===== config.mk =====
export PLATFORM = sky130hd
export DESIGN_NAME = uart_rx
export DESIGN_NICKNAME = d
export VERILOG_FILES = /design/src/rtl/uart_rx_pkg.sv /design/src/rtl/uart_rx_sync.sv /design/src/rtl/uart_rx.sv
export SDC_FILE = /design/constraint.sdc
export NUM_CORES = 1
export LEC_CHECK = 0
export ABC_CLOCK_PERIOD_IN_PS = 2700
export BUFFER_PORTS_ARGS = -buffer_cell sky130_fd_sc_hd__buf_2
export CAP_MARGIN = 20
export CORE_UTILIZATION = 55
export DETAILED_ROUTE_END_ITERATION = 12
export PLACE_DENSITY_LB_ADDON = 0.08
export SETUP_SLACK_MARGIN = 0.4
export SLEW_MARGIN = 20
export SYNTH_ARGS = -nofsm -noshare
export SYNTH_HDL_FRONTEND = slang
export SYNTH_HIERARCHICAL = 1
export SYNTH_SLANG_ARGS = --single-unit
export TNS_END_PERCENT = 1

===== constraint.sdc =====
create_clock -name clk -period 2.7 [get_ports clk]
set_clock_uncertainty 0.15 [all_clocks]
set_input_delay 0.675 -clock clk [delete_from_list [all_inputs] [get_ports clk]]
set_output_delay 0.675 -clock clk [all_outputs]
set_load 0.05 [all_outputs]

===== src/rtl/uart_rx_pkg.sv =====
// Shared definitions for the UART receiver: state encoding, default frame
// geometry and the idle level of the serial line.
`timescale 1ns/1ps
package uart_rx_pkg;

    localparam int unsigned CLKS_PER_BIT_DEF = 16;
    localparam int unsigned DATA_BITS_DEF    = 8;
    localparam logic        LINE_IDLE        = 1'b1;

    typedef enum logic [2:0] {
        ST_IDLE      = 3'd0,
        ST_START     = 3'd1,
        ST_DATA      = 3'd2,
        ST_STOP      = 3'd3,
        ST_WAIT_HIGH = 3'd4
    } uart_state_e;

    // Last count of the half-bit wait that lands on the start-bit centre.
    function automatic int unsigned half_bit_last(input int unsigned cpb);
        return (cpb / 32'd2) - 32'd1;
    endfunction

endpackage


===== src/rtl/uart_rx_sync.sv =====
// Two-flop synchronizer for asynchronous single-bit inputs, with a
// configurable reset level so an idle-high line does not look active.
`timescale 1ns/1ps
module uart_rx_sync #(
    parameter logic RESET_VAL = 1'b1
) (
    input  logic clk,
    input  logic rst_n,
    input  logic d_i,
    output logic q_o
);

    logic meta_q;
    logic sync_q;

    // Two-stage capture of the asynchronous level
    always_ff @(posedge clk) begin
        if (!rst_n) begin
            meta_q <= RESET_VAL;
            sync_q <= RESET_VAL;
        end else begin
            meta_q <= d_i;
            sync_q <= meta_q;
        end
    end

    assign q_o = sync_q;

endmodule


===== src/rtl/uart_rx.sv =====
// 8N1-style serial receiver: oversamples the synchronized line, samples each
// bit at its centre and emits the byte with a one-cycle valid or error strobe.
`timescale 1ns/1ps
module uart_rx
    import uart_rx_pkg::*;
#(
    parameter int unsigned CLKS_PER_BIT = CLKS_PER_BIT_DEF,
    parameter int unsigned DATA_BITS    = DATA_BITS_DEF
) (
    input  logic                 clk,
    input  logic                 rst_n,
    input  logic                 rx,
    output logic [0:DATA_BITS-1] rx_data,
    output logic                 rx_valid,
    output logic                 frame_err,
    output logic                 busy
);

    localparam int unsigned CNT_W = $clog2(CLKS_PER_BIT);
    localparam int unsigned IDX_W = $clog2(DATA_BITS);

    localparam logic [CNT_W-1:0] HALF_LAST = CNT_W'(half_bit_last(CLKS_PER_BIT));
    localparam logic [CNT_W-1:0] BIT_LAST  = CNT_W'(CLKS_PER_BIT - 1);
    localparam logic [IDX_W-1:0] IDX_LAST  = IDX_W'(DATA_BITS - 1);

    logic                 rx_s;
    uart_state_e          state_q;
    logic [CNT_W-1:0]     cnt_q;
    logic [IDX_W-1:0]     bit_idx_q;
    logic [0:DATA_BITS-1] shift_q;
    logic [0:DATA_BITS-1] rx_data_q;
    logic                 rx_valid_q;
    logic                 frame_err_q;
    logic                 busy_q;

    uart_rx_sync #(
        .RESET_VAL (LINE_IDLE)
    ) u_sync (
        .clk   (clk),
        .rst_n (rst_n),
        .d_i   (rx),
        .q_o   (rx_s)
    );

    // Receive state machine; strobes default low and are raised for one cycle
    always_ff @(posedge clk) begin
        if (!rst_n) begin
            state_q     <= ST_IDLE;
            cnt_q       <= '0;
            bit_idx_q   <= '0;
            shift_q     <= '0;
            rx_data_q   <= '0;
            rx_valid_q  <= 1'b0;
            frame_err_q <= 1'b0;
            busy_q      <= 1'b0;
        end else begin
            rx_valid_q  <= 1'b0;
            frame_err_q <= 1'b0;
            case (state_q)
                ST_IDLE: begin
                    if (rx_s != LINE_IDLE) begin
                        state_q <= ST_START;
                        cnt_q   <= '0;
                        busy_q  <= 1'b1;
                    end
                end
                ST_START: begin
                    if (cnt_q == HALF_LAST) begin
                        cnt_q <= '0;
                        if (rx_s == LINE_IDLE) begin
                            // Line came back high before the centre: treat as noise.
                            state_q <= ST_IDLE;
                            busy_q  <= 1'b0;
                        end else begin
                            state_q   <= ST_DATA;
                            bit_idx_q <= '0;
                        end
                    end else begin
                        cnt_q <= cnt_q + CNT_W'(1);
                    end
                end
                ST_DATA: begin
                    if (cnt_q == BIT_LAST) begin
                        cnt_q             <= '0;
                        shift_q[bit_idx_q] <= rx_s;
                        if (bit_idx_q == IDX_LAST) begin
                            bit_idx_q <= '0;
                            state_q   <= ST_STOP;
                        end else begin
                            bit_idx_q <= bit_idx_q + IDX_W'(1);
                        end
                    end else begin
                        cnt_q <= cnt_q + CNT_W'(1);
                    end
                end
                ST_STOP: begin
                    if (cnt_q == BIT_LAST) begin
                        cnt_q <= '0;
                        if (rx_s == LINE_IDLE) begin
                            rx_data_q  <= shift_q;
                            rx_valid_q <= 1'b1;
                            state_q    <= ST_IDLE;
                            busy_q     <= 1'b0;
                        end else begin
                            frame_err_q <= 1'b1;
                            state_q     <= ST_WAIT_HIGH;
                        end
                    end else begin
                        cnt_q <= cnt_q + CNT_W'(1);
                    end
                end
                ST_WAIT_HIGH: begin
                    // A held-low line is a break, not a new start bit.
                    if (rx_s == LINE_IDLE) begin
                        state_q <= ST_IDLE;
                        busy_q  <= 1'b0;
                    end
                end
                default: begin
                    state_q <= ST_IDLE;
                    cnt_q   <= '0;
                    busy_q  <= 1'b0;
                end
            endcase
        end
    end

    assign rx_data   = rx_data_q;
    assign rx_valid  = rx_valid_q;
    assign frame_err = frame_err_q;
    assign busy      = busy_q;

endmodule


==> summary.txt, run 1 <==
Run status
  – Status: finished clean

Final layout
  – Layout cells sized above 1: 18.1%
  – Diode count: 0
  – Layout Area Growth over Synthesis: 7.30%
  – Most common cell after layout, fill and taps aside: dfxtp_1
  – Nets: 161
  – Most frequent cells in the layout: dfxtp_1, nor2_1, mux2i_1
  – Fillcell total: 201

Clocking
  – Maximum clock path buffer count: 2
  – Worst-path clk slew: 0.09 ns
  – Htree depth: 2
  – CTS resizes: 0
  – Post-CTS Hold Fix Bufs: 0
  – Setup bufs post-CTS: 0
  – # clock sinks: 31
  – CTS tree: done
  – Worst-Skew Late Latency: 0.32 ns
  – TritonCTS Buffers: 5
  – Root buffer cell: clkbuf_4

Routing
  – Via-per-instance ratio: 6.04
  – Post-route ant nets: 0
  – WL/cell: 14.1 microns
  – DR iter-0 viols: 41
  – Pre-Repair DR Iteration Count: 4
  – DR vias: 1105
  – WL final: 2580 microns
  – Drt drc: 0

Setup path
  – Critical Setup Path Class: flop to flop
  – Crit path arrival time: 2.09 ns
  – Slowest cell delay on critical path: 0.42 ns
  – Crit Path Max Fanout: 9
  – Crit-path cells: ha_1, and4b_1, nand3_1, mux2i_1, nor2_1
  – Slowest-stage cell, CP: nand3_1
  – CP Launch Type: flop
  – Buf/Inv on CP: 0
  – Worst path required time: 2.75 ns
  – Delay-heaviest family, CP: simple AND/OR/NAND/NOR gates
  – Worst Setup End Kind: flop

Global routing
  – Number of global-route vias before repair: 955
  – M2 GR Usage: 34.2%
  – Total grt overflow: 0
  – Routing usage on met1: 27.1%
  – Gr busiest metal: met2
  – First-pass GRT wire length: 4270 microns
  – Grt met3 use: 6.09%
  – Initial antenna violation count: 0
  – Largest net degree at the start of global routing: 19
  – GRT Overall Usage: 22.1%

Synthesis
  – Avg Cell Area, Syn: 9.51 sq um
  – Register area share after synthesis: 44.7%
  – Syn. warnings: 6
  – Post-Syn Instances: 146
  – Post-synthesis sequential element count: 31
  – Unique masters post-synth: 37
  – Synthesized area: 1390 sq um
  – Syn Nets: 152

STA
  – Slew headroom: 63.0%
  – Max Freq: 0.491 GHz
  – Final setup vio count: 0
  – Worst setup margin: 0.663 ns
  – Hold Vio Cnt, Final: 0
  – Pins Over Slew Limit: 0
  – Final min period: 2.04 ns
  – Slew @ Worst Pin: 0.554 ns
  – Fin Setup TNS: 0 ns
  – RSZ-0062 raised after global routing: no
  – Final Cycle Share: 75.4%

Power and ir drop
  – Comb power frac: 4.0%
  – Power share of the clock group: 35.1%
  – Total power: 761 uW
  – Sw frac: 22.5%
  – Cell internal pwr: 590 uW
  – Worst VDD drop: 0.366 mV
  – Pwr dens: 511 nW/um^2
  – Seq pwr share: 61.0%
  – Net Sw Power: 171 uW
  – Leakage: 0.000660 uW

Placed design
  – Post-DP HPWL: 1810 microns
  – RD Place Congestion: 0.804
  – IO Port Bufs: 13
  – Setup slack at placement: 0.699 ns

Worst hold path
  – Hold WC Path Type: flop to flop

Die
  – Chip Width: 52.3 microns
  – I/O Pins: 14
  – Row Count: 17
  – Initial core utilization: 60.5%
  – Vert. Die Dim: 52.3 microns
  – Die footprint: 2730 sq um
  – Core area: 2300 sq um

Run
  – Max_cap viols: 0
-- worst register-to-register path, cell delays in order (launching register included) --
cell,delay (ns)
dfxtp_1,0.39
ha_1,0.32
and4b_1,0.29
nand3_1,0.42
mux2i_1,0.29
nor2_1,0.06
-- routing by layer --
metal | vias up | part of all wire, %
li1 | 534 | -
met1 | 530 | 49
met2 | 34 | 44
met3 | 7 | 4.5
met4 | 0 | 2.1
met5 | - | 0
-- stage by stage --
stage	area (sq um)	hold WS (ns)	util, %	instances
detailed placement	1430	0.255	62.4	176
floorplan	1390	0.236	-	146
CTS	1490	0.280	64.9	183
global placement	1430	0.249	62.4	176
global route	1490	0.294	64.9	183
finish	1490	0.275	64.9	183
-- sequential cells by signal, summed over array words and instances, names as in the netlist --
name	flops
bit_idx_q	3
busy	1
cnt_q	4
frame_err	1
rx_data	8
rx_valid	1
shift_q	8
state_q	3
u_sync/meta_q	1
u_sync/q_o	1
-- synth_stat cells --
cell type	count	area share [%]
a21oi_1	8	2.9
a22oi_1	2	1.1
a31oi_1	1	0.45
a31oi_2	1	0.90
and2_2	1	0.54
and4_1	1	0.63
and4b_1	1	0.72
buf_2	5	1.8
buf_6	1	0.81
clkbuf_1	5	1.4
clkinv_1	1	0.27
dfxtp_1	31	45
ha_1	3	2.7
mux2i_1	17	12
nand2_1	16	4.3
nand2b_1	4	1.8
nand3_1	7	2.5
nand3b_1	2	1.1
nand4_1	2	0.90
nand4_4	1	1.5
nand4b_1	2	1.3
nor2_1	18	4.9
nor2_2	1	0.45
nor2b_1	1	0.45
nor4_1	1	0.45
nor4b_2	2	2.2
o21a_1	1	0.54
o21ai_0	1	0.36
o21bai_2	1	0.81
o221ai_1	1	0.63
o311ai_1	1	0.63
o41ai_1	1	0.63
or3_1	1	0.45
or4_1	1	0.54
or4b_1	1	0.72
xnor2_2	1	1.2
xor2_1	1	0.63
-- kinds of logic (layout without fill, tap and decap cells) --
kind of cell	after synthesis	count (layout)	synth area share, %
flops	31	31	44.7
simple gates	63	63	25.4
mux	17	17	12.3
fa+ha+maj	3	3	2.70
buf+inv	12	21	4.23
xor+xnor	2	2	1.80
compound gates	18	18	8.92
-- power groups by stage --
stage               Clock (uW)  Combinational (uW)  Sequential [uW]
finish                     267                30.2              464
detailed placement           0                30.4              475
global placement             0                29.1              474
CTS                        276                30.5              464
global route               287                33.2              465
floorplan                    0                19.1              477
-- layout make-up --
class	count	area, sq um	share of cell area, %
Multi-Input combinational cell	103	709	47.6
Sequential cell	31	621	41.6
Timing Repair Buffer	13	65.1	4.37
Clock buffer	6	51.3	3.44
Tap cell	28	35.0	2.35
Clock inverter	1	5.00	0.336
Inverter	1	3.75	0.252
-- worst paths after layout --
kind            startpoint          to  slack, ns  depth (start not counted)
max               cnt_q[0]  rx_data[4]       0.66                          5
min          u_sync/meta_q  u_sync/q_o       0.27                          1
max reg2reg       cnt_q[0]  rx_data[4]       0.66                          5
min reg2reg  u_sync/meta_q  u_sync/q_o       0.27                          1
No activity file was read; power rests on OpenSTA's default activity.
==> run 2, diff against run 1 <==
Settings changed: ABC_CLOCK_PERIOD_IN_PS 2700 to 1900.
Clock period 2.7 ns to 1.9 ns, I/O delays scaled along.
==> summary.txt, run 2 (same netlist as run 1, synthesis figures left out) <==
Final layout
  – Register area: 646 sq um (+4.0%)
  – Final non-filler cell total: 200 (+9.3%)
  – Fillcell total: 165 (-18%)
  – Nets: 177 (+9.9%)
  – Most frequent cells in the layout: buf_4, dfxtp_1, nor2_1
  – Most common cell after layout, fill and taps aside: buf_4
  – Diode count: 0 (unchanged)
  – Layout Area Growth over Synthesis: 27.2%
  – Layout cells sized above 1: 36.0% (+18 points)
  – Multi-input logic area: 798 sq um (+13%)
  – Design area: 1770 sq um (+19%)

Routing
  – Drt drc: 0 (unchanged)
  – WL/cell: 16.0 microns (+13%)
  – DR vias: 1183 (+7.1%)
  – Via-per-instance ratio: 5.92 (-2.0%)
  – WL final: 3200 microns (+24%)
  – Post-route ant nets: 0 (unchanged)
  – DR iter-0 viols: 49 (+20%)
  – Pre-Repair DR Iteration Count: 4 (unchanged)

Power and ir drop
  – Worst VDD drop: 0.607 mV (+66%)
  – Comb power frac: 4.7% (+0.7 points)
  – Pwr dens: 661 nW/um^2 (+29%)
  – Net Sw Power: 283 uW (+65%)
  – Cell internal pwr: 885 uW (+50%)
  – Seq pwr share: 56.0% (-5.0 points)
  – Leakage: 0.000746 uW (+13%)
  – Sw frac: 24.2% (+1.7 points)
  – Power share of the clock group: 39.2% (+4.1 points)

Placed design
  – IO Port Bufs: 13 (unchanged)
  – Placed inst area: 1490 sq um (+3.9%)
  – Setup slack at placement: 0.124 ns (-0.575 ns)
  – Post-DP HPWL: 1860 microns (+3.1%)
  – RD Place Congestion: 0.807 (+0.40%)
  – Dpl cells: 181 (+2.8%)

Setup path
  – Worst path required time: 2.03 ns (-0.72 ns)
  – Crit path arrival time: 1.69 ns (-0.40 ns)
  – Critical Setup Path Class: flop to flop
  – Worst Setup End Kind: flop
  – CP Launch Type: flop
  – Crit Path Max Fanout: 6 (-3)

Clocking
  – # clock sinks: 31 (unchanged)
  – Worst-path clk slew: 0.10 ns (about the same)
  – Root buffer cell: clkbuf_4
  – Maximum clock path buffer count: 2 (unchanged)
  – Post-CTS Hold Fix Bufs: 0 (unchanged)
  – CTS tree: done
  – TritonCTS Buffers: 5 (unchanged)
  – Worst-Skew Late Latency: 0.34 ns (+0.02 ns)
  – Htree depth: 2 (unchanged)

STA
  – Slew headroom: 78.9% (+16 points)
  – Final min period: 1.56 ns (-0.474 ns)
  – Hold Vio Cnt, Final: 0 (unchanged)
  – Final setup vio count: 0 (unchanged)
  – Worst setup margin: 0.337 ns (-0.326 ns)
  – Pins Over Slew Limit: 0 (unchanged)
  – Final Cycle Share: 82.3% (+6.8 points)
  – Slew @ Worst Pin: 0.314 ns (-0.240 ns)
  – Max Freq: 0.640 GHz (+30%)
  – Fin Setup TNS: 0 ns (unchanged)
  – RSZ-0062 raised after global routing: yes

Die
  – Chip Width: 52.3 microns (unchanged)
  – I/O Pins: 14 (unchanged)
  – Row Count: 17 (unchanged)
  – Vert. Die Dim: 52.3 microns (unchanged)
  – Core area: 2300 sq um (unchanged)
  – Die footprint: 2730 sq um (unchanged)
  – Initial core utilization: 60.5% (unchanged)

Global routing
  – Total grt overflow: 0 (unchanged)
  – GRT Overall Usage: 25.7% (+3.6 points)
  – Initial antenna violation count: 0 (unchanged)
  – Number of global-route vias before repair: 1016 (+6.4%)
  – Largest net degree at the start of global routing: 16 (-3)
  – First-pass GRT wire length: 4770 microns (+12%)

Run status
  – Status: finished clean

Run
  – Max_cap viols: 0 (unchanged)

Worst hold path
  – Hold WC Path Type: primary input to flop
[run 2: cell count changes in the layout (fill, tap and decap cells not counted), sizes merged]
cell	delta
clkbuf	+1
clkinvlp	+1
buf	+16
clkinv	-1
[run 2: final cells by class]
| type | count | area share [%] |
|---|---|---|
| Clock inverter | 1 | 0.425 |
| Timing Repair Buffer | 29 | 12.0 |
| Tap cell | 28 | 1.98 |
| Inverter | 1 | 0.212 |
| Sequential cell | 31 | 36.5 |
| Clock buffer | 7 | 3.68 |
| Multi-Input combinational cell | 103 | 45.2 |
[run 2: stage by stage]
| step | utilization [%] | hold WS (ns) | power [uW] |
|---|---|---|---|
| after floorplan | - | 0.236 | 707 |
| after global placement | 64.9 | 0.240 | 723 |
| after detailed placement | 64.9 | 0.247 | 725 |
| after CTS | 73.2 | 0.155 | 1170 |
| after global routing | 76.9 | 0.147 | 1210 |
| final | 76.9 | 0.165 | 1170 |
[run 2: worst max-delay path, stage by stage (launching register included)]
cell	delay [ns]
dfxtp_4	0.40
buf_4	0.15
nor2_1	0.17
a21oi_1	0.06
or4_1	0.43
a21oi_2	0.15
[run 2: final timing paths]
check	startpoint	endpoint	slack, ns	cells past startpoint
hold reg to reg	u_sync/meta_q	u_sync/q_o	0.26	1
setup reg to reg	state_q[1]	state_q[0]	0.34	5
setup / recovery	state_q[1]	state_q[0]	0.34	5
hold / removal	rx	u_sync/meta_q	0.17	2
[run 2: power groups by stage]
stage | registers [uW] | clock network (uW) | logic [uW]
after CTS | 656 | 462 | 52.6
after global routing | 655 | 492 | 59.0
final | 654 | 458 | 55.2
after floorplan | 679 | 0 | 27.8
after detailed placement | 675 | 0 | 49.6
after global placement | 675 | 0 | 48.2
[run 2: per-layer routing]
metal	up-vias	track usage (%)	routed length, microns
li1	567	-	-
met5	-	0	0
met1	560	30.0	1380
met4	0	14.5	75
met3	10	8.70	191
met2	46	40.8	1550
[run 2: timing repair]
item | CTS | global route
endpoints found under the setup margin | 34 | 34
pin swaps | 4 | 5
buffers inserted | 6 | 4
gates cloned | 0 | 1
gates resized for setup | 24 | 13
